### src/rtl/uart_pkg.sv
// uart_pkg: shared UART types and constants.
// Used by the transmitter (and the receiver): FSM states, frame width, idle level.
package uart_pkg;

  localparam int   DATA_BITS  = 8;
  localparam logic IDLE_LEVEL = 1'b1;

  typedef enum logic [2:0] {
    IDLE,
    START,
    DATA,
    PARITY,
    STOP
  } tx_state_e;

endpackage

### src/rtl/uart_tx_fifo.sv
// uart_tx_fifo: synchronous byte FIFO, power-of-2 depth, sync active-high reset.
// Ports: clk_i, reset_i, push_i/wdata_i (write), pop_i/rdata_o (head), full_o, empty_o.
module uart_tx_fifo
  import uart_pkg::*;
#(
  parameter int FIFO_DEPTH = 8
) (
  input  logic                 clk_i,
  input  logic                 reset_i,
  input  logic                 push_i,
  input  logic [DATA_BITS-1:0] wdata_i,
  input  logic                 pop_i,
  output logic [DATA_BITS-1:0] rdata_o,
  output logic                 full_o,
  output logic                 empty_o
);

  localparam int AW = $clog2(FIFO_DEPTH);
  localparam int CW = AW + 1;

  logic [DATA_BITS-1:0] mem_q [FIFO_DEPTH];
  logic [AW-1:0]        wr_q, wr_d;
  logic [AW-1:0]        rd_q, rd_d;
  logic [CW-1:0]        cnt_q, cnt_d;
  logic                 do_push, do_pop;

  // Flags decode the registered count only.
  assign full_o  = (cnt_q == CW'(FIFO_DEPTH));
  assign empty_o = (cnt_q == '0);
  assign do_push = push_i && !full_o;
  assign do_pop  = pop_i && !empty_o;
  assign rdata_o = mem_q[rd_q];

  // Pointers wrap naturally at the power-of-2 depth.
  always_comb begin
    wr_d  = wr_q + AW'(do_push);
    rd_d  = rd_q + AW'(do_pop);
    cnt_d = cnt_q + CW'(do_push) - CW'(do_pop);
  end

  always_ff @(posedge clk_i) begin
    if (reset_i) begin
      wr_q  <= '0;
      rd_q  <= '0;
      cnt_q <= '0;
    end else begin
      wr_q  <= wr_d;
      rd_q  <= rd_d;
      cnt_q <= cnt_d;
    end
  end

  always_ff @(posedge clk_i) begin
    if (do_push) mem_q[wr_q] <= wdata_i;
  end

endmodule

### src/rtl/uart_tx_buffered.sv
// uart_tx_buffered: FIFO-buffered 8N1 UART transmitter (8E1 with UART_TX_PARITY_EN).
// Ports: clk, reset (sync, high), wr_en/wr_data push, full, empty, busy,
// overflow (sticky, ovf_clr clears), serialOut (registered line, idle high).
module uart_tx_buffered
  import uart_pkg::*;
#(
  parameter int CLKS_PER_BIT = 868,
  parameter int FIFO_DEPTH   = 8
) (
  input  logic       clk,
  input  logic       reset,
  input  logic       wr_en,
  input  logic [7:0] wr_data,
  output logic       full,
  output logic       empty,
  output logic       busy,
  output logic       overflow,
  input  logic       ovf_clr,
  output logic       serialOut
);

  localparam int CW = $clog2(CLKS_PER_BIT);
  localparam int BW = $clog2(DATA_BITS);
  localparam logic [CW-1:0] LAST_CNT = CW'(CLKS_PER_BIT - 1);
  localparam logic [BW-1:0] LAST_BIT = BW'(DATA_BITS - 1);

  tx_state_e            state_q, state_d;
  logic [CW-1:0]        cnt_q, cnt_d;
  logic [BW-1:0]        bit_q, bit_d;
  logic [DATA_BITS-1:0] shift_q, shift_d;
  logic                 out_q, out_d;
  logic                 ovf_q, ovf_d;
  logic                 pop;
  logic [DATA_BITS-1:0] head;

  uart_tx_fifo #(
    .FIFO_DEPTH(FIFO_DEPTH)
  ) u_fifo (
    .clk_i  (clk),
    .reset_i(reset),
    .push_i (wr_en),
    .wdata_i(wr_data),
    .pop_i  (pop),
    .rdata_o(head),
    .full_o (full),
    .empty_o(empty)
  );

  assign busy      = (state_q != IDLE);
  assign overflow  = ovf_q;
  assign serialOut = out_q;

  always_comb begin
    state_d = state_q;
    cnt_d   = cnt_q;
    bit_d   = bit_q;
    shift_d = shift_q;
    pop     = 1'b0;
    unique case (state_q)
      IDLE: begin
        if (!empty) begin
          pop     = 1'b1;
          shift_d = head;
          cnt_d   = '0;
          state_d = START;
        end
      end
      START: begin
        if (cnt_q == LAST_CNT) begin
          cnt_d   = '0;
          bit_d   = '0;
          state_d = DATA;
        end else begin
          cnt_d = cnt_q + 1'b1;
        end
      end
      DATA: begin
        if (cnt_q == LAST_CNT) begin
          cnt_d = '0;
          if (bit_q == LAST_BIT) begin
            bit_d = '0;
`ifdef UART_TX_PARITY_EN
            state_d = PARITY;
`else
            state_d = STOP;
`endif
          end else begin
            bit_d = bit_q + 1'b1;
          end
        end else begin
          cnt_d = cnt_q + 1'b1;
        end
      end
      PARITY: begin
        if (cnt_q == LAST_CNT) begin
          cnt_d   = '0;
          state_d = STOP;
        end else begin
          cnt_d = cnt_q + 1'b1;
        end
      end
      STOP: begin
        if (cnt_q == LAST_CNT) begin
          cnt_d = '0;
          // Chain straight into the next frame with no idle gap.
          if (!empty) begin
            pop     = 1'b1;
            shift_d = head;
            state_d = START;
          end else begin
            state_d = IDLE;
          end
        end else begin
          cnt_d = cnt_q + 1'b1;
        end
      end
      default: state_d = IDLE;
    endcase

    // Line level follows the next state so it changes with the state.
    unique case (state_d)
      START:   out_d = 1'b0;
      DATA:    out_d = shift_d[bit_d];
      PARITY:  out_d = ^shift_d;
      default: out_d = IDLE_LEVEL;
    endcase

    // A push against a full FIFO beats a same-cycle clear.
    if (wr_en && full) ovf_d = 1'b1;
    else if (ovf_clr)  ovf_d = 1'b0;
    else               ovf_d = ovf_q;
  end

  always_ff @(posedge clk) begin
    if (reset) begin
      state_q <= IDLE;
      cnt_q   <= '0;
      bit_q   <= '0;
      shift_q <= '0;
      out_q   <= IDLE_LEVEL;
      ovf_q   <= 1'b0;
    end else begin
      state_q <= state_d;
      cnt_q   <= cnt_d;
      bit_q   <= bit_d;
      shift_q <= shift_d;
      out_q   <= out_d;
      ovf_q   <= ovf_d;
    end
  end

endmodule

### config.mk
export PLATFORM = sky130hd
export DESIGN_NAME = uart_tx_buffered
export DESIGN_NICKNAME = d
export VERILOG_FILES = /design/src/rtl/uart_pkg.sv /design/src/rtl/uart_tx_fifo.sv /design/src/rtl/uart_tx_buffered.sv
export SDC_FILE = /design/constraint.sdc
export NUM_CORES = 1
export LEC_CHECK = 0
export BUFFER_PORTS_ARGS = -buffer_cell sky130_fd_sc_hd__clkbuf_2
export CELL_PAD_IN_SITES_DETAIL_PLACEMENT = 1
export CELL_PAD_IN_SITES_GLOBAL_PLACEMENT = 2
export CORE_MARGIN = 5
export CORE_UTILIZATION = 29
export CTS_BUF_LIST = sky130_fd_sc_hd__clkbuf_2 sky130_fd_sc_hd__clkbuf_4 sky130_fd_sc_hd__clkbuf_8
export CTS_CLUSTER_SIZE = 14
export DETAILED_ROUTE_END_ITERATION = 7
export PLACE_DENSITY_LB_ADDON = 0.2
export SYNTH_ARGS = -nofsm -noshare
export SYNTH_HDL_FRONTEND = slang
export SYNTH_SLANG_ARGS = --single-unit
### constraint.sdc
create_clock -name clk -period 3.3 [get_ports clk]
set_input_delay 0.66 -clock clk [delete_from_list [all_inputs] [get_ports clk]]
set_output_delay 0.66 -clock clk [all_outputs]
set_load 0.005 [all_outputs]
==> flow_metrics.env <==
export IMPL_dieArea_mm2=0.0177
export IMPL_placedInstanceArea_mm2=0.00474
export IMPL_path_clk_slew_ps=110
export IMPL_fp_dieH_um=133
export IMPL_worst_slew_pin_slew_ps=530
export IMPL_finalSetupTns_ps=0
export IMPL_cp_start_kind="flip-flop"
export IMPL_fin_skew_ps=18.7
export IMPL_setup_viol=0
export IMPL_nets=366
export IMPL_synth_avg_cell_area_um2=14.1
export IMPL_maxSlewHeadroom_pct=64.6
export IMPL_ctsResizeCount=0
export IMPL_grt_pass1_wl_um=15100
export IMPL_portBuffers=16
export IMPL_netlist_cell_type_count=46
export IMPL_synth_edff_count=64
export IMPL_top_layer="met4"
export IMPL_p_leak_nw=1.79
export IMPL_track_usage_pct=11.3
export IMPL_fmax_ghz=0.377
export IMPL_wl_per_cell_um=17.5
export IMPL_cts_buffers=9
export IMPL_wl_met2_um=4450
export IMPL_rows=45
export IMPL_worstSkewPairLatency_ps=380
export IMPL_power_density_mw_per_mm2=752
export IMPL_yosysSeqAreaShare_pct=60.1
export IMPL_syn_inst=313
export IMPL_synth_ff_type="edfxtp_1"
export IMPL_cts_tree="done"
export IMPL_post_cts_buffers=0
export IMPL_wl_met3_um=227
export IMPL_antennaDiodeCount=0
export IMPL_area_growth_syn_to_layout_pct=12.1
export IMPL_dp_hpwl_um=6430
export IMPL_core_mm2=0.0150
export IMPL_drc=0
export IMPL_critical_path_required_ps=3570
export IMPL_status="finished, final reports clean"
export IMPL_drt_iter0_drc=133
export IMPL_first_pass_iters=4
export IMPL_rsz0062_at_grt="false"
export IMPL_drive_above_1_share_pct=20.6
export IMPL_antenna_found_initial=0
export IMPL_cts_htree_levels=3
export IMPL_numPlacedInstances=517
export IMPL_via_count=2526
export IMPL_die_x_um=133
export IMPL_fin_crit_ps=2650
export IMPL_netlist_area_mm2=0.00440
export IMPL_cts_hold_fix_buffers=0
export IMPL_path_class="flip-flop to flip-flop"
export IMPL_ir_drop_uv=265
export IMPL_cap_violations=0
export IMPL_avgViaCountPerCell=4.74
export IMPL_maxSlewViolCount=0
export IMPL_io_pins=17
export IMPL_start_util_pct=29.3
export IMPL_holdCritPathClass="input pin to flip-flop"
export IMPL_yosysWarnings=0
export IMPL_final_cells=533
export IMPL_fin_area_mm2=0.00493
export IMPL_hold_violations=0
export IMPL_async_flop_share_pct=0
export IMPL_cts_root_buf="clkbuf_8"
export IMPL_grt_start_max_net_pins=24
export IMPL_cts_sinks=100
export IMPL_grt_overflow=0
export IMPL_fin_crit_sh_pct=80.3
export IMPL_ys_ff_latch=100
export IMPL_met1_length_um=4530
export IMPL_drt_antenna_violating_nets=0
export IMPL_syn_num_nets=339
export IMPL_critical_path_max_fanout=5
export IMPL_end_kind="flip-flop"
export IMPL_grt_pass1_vias=2682
export IMPL_clk_path_buf_depth=2
export IMPL_drt_wl_total_um=9320
export IMPL_crit_arrival_ps=2920
export IMPL_place_gp_congestion=0.671
-- critical path: stages (launching register included) --
cell and delay (ps):
dfxtp_1 310, inv_1 90, ha_1 150, nor3b_1 300
nand2b_1 250, a21o_1 260, inv_2 60, ha_1 270
inv_1 40, ha_1 210, fa_1 380, xnor2_1 160
nor2_1 50
-- power breakdown --
part / internal, mW / switching, mW
registers: 1.49 / 0.113
logic: 0.654 / 0.689
clock network: 0.293 / 0.474
-- final timing paths --
| check | start | endpoint | slack (ps) | cells after the start |
|---|---|---|---|---|
| hold / removal | wr_en | overflow | 510 | 3 |
| setup reg to reg | u_fifo.cnt_q[2] | u_fifo.cnt_q[2] | 650 | 12 |
| hold reg to reg | cnt_q[9] | cnt_q[9] | 520 | 2 |
| setup / recovery | u_fifo.cnt_q[2] | u_fifo.cnt_q[2] | 650 | 12 |
-- state kept, by name (all words and copies together), names as in the netlist --
register	cells
u_fifo.mem_q	64
bit_q	3
u_fifo.rd_q	3
u_fifo.wr_q	3
state_q	3
shift_q	8
cnt_q	10
serialOut	1
overflow	1
u_fifo.cnt_q	4
-- kinds of logic after synthesis --
| family | Yosys count | share of synthesized area [%] |
|---|---|---|
| flops | 100 | 60.1 |
| simple gates | 84 | 9.64 |
| mux | 33 | 12.3 |
| fa+ha+maj | 14 | 4.15 |
| buf+inv | 23 | 2.50 |
| compound gates | 35 | 6.60 |
| xor+xnor | 24 | 4.78 |
-- layout make-up --
cell class / instances / area [µm²]
Timing Repair Buffer: 29 / 178
Tap cell: 188 / 235
Fill cell: 1577 / 10100
Inverter: 10 / 37.5
Sequential cell: 100 / 2640
Clock buffer: 9 / 124
Clock inverter: 7 / 66.3
Multi-Input combinational cell: 190 / 1650
-- Yosys cell counts, types with 2 or more instances --
cell type / instances / area [µm²]
xnor2_1: 9 / 78.8
inv_1: 9 / 33.8
xor2_1: 15 / 131
o2111ai_1: 4 / 35.0
a21oi_1: 3 / 15.0
and3_1: 5 / 31.3
nand2_1: 12 / 45.0
a31oi_1: 2 / 12.5
mux2_2: 8 / 90.1
and2_1: 2 / 12.5
nor2b_1: 8 / 50.1
o211ai_1: 4 / 30.0
buf_6: 2 / 22.5
nor3b_1: 3 / 22.5
nor3_1: 3 / 15.0
a211o_1: 4 / 35.0
edfxtp_1: 64 / 1920
o211a_1: 4 / 40.0
buf_2: 4 / 20.0
dfxtp_1: 36 / 721
nand2b_1: 4 / 25.0
mux2i_1: 9 / 90.1
nand3_1: 2 / 10.0
a22oi_1: 2 / 15.0
ha_1: 13 / 163
clkbuf_1: 6 / 22.5
a21o_1: 2 / 15.0
nand4_1: 5 / 31.3
a22o_1: 2 / 17.5
mux4_2: 16 / 360
nor2_1: 34 / 128
o21ai_0: 3 / 15.0
-- routing by layer --
metal,vias to the layer above,global-route usage (%)
met1,1279,15.2
li1,1220,-
met4,0,3.43
met5,-,0
met3,10,3.21
met2,17,17.6
-- per-stage QoR --
stage	total power [mW]	setup WS [ps]	hold slack (ps)	utilization [%]
6_report	3.71	649	509	32.8
2_1_floorplan	2.64	599	472	-
3_3_place_gp	3.00	694	484	31.5
5_1_grt	4.00	382	509	32.8
3_5_place_dp	3.02	631	502	31.5
4_1_cts	3.80	600	491	32.8
-- cell usage in the layout (no fill, tap or decap), types with 2 or more instances in the layout --
cell type / synthesis / final
a211o_1: 4 / 4
a21o_1: 2 / 2
a21oi_1: 3 / 3
a22o_1: 2 / 2
a22oi_1: 2 / 2
a31oi_1: 2 / 2
and2_1: 2 / 2
and3_1: 5 / 5
buf_4: 1 / 13
clkbuf_2: 0 / 16
clkbuf_8: 0 / 9
dfxtp_1: 36 / 36
edfxtp_1: 64 / 64
ha_1: 13 / 13
inv_1: 9 / 9
inv_6: 0 / 3
mux2_2: 8 / 8
mux2i_1: 9 / 9
mux4_2: 16 / 16
nand2_1: 12 / 12
nand2b_1: 4 / 4
nand3_1: 2 / 2
nand4_1: 5 / 5
nor2_1: 34 / 34
nor2b_1: 8 / 8
nor3_1: 3 / 3
nor3b_1: 3 / 3
o2111ai_1: 4 / 4
o211a_1: 4 / 4
o211ai_1: 4 / 4
o21ai_0: 3 / 3
xnor2_1: 9 / 9
xor2_1: 15 / 15
Note: power is estimated with default switching activity, not from simulation.
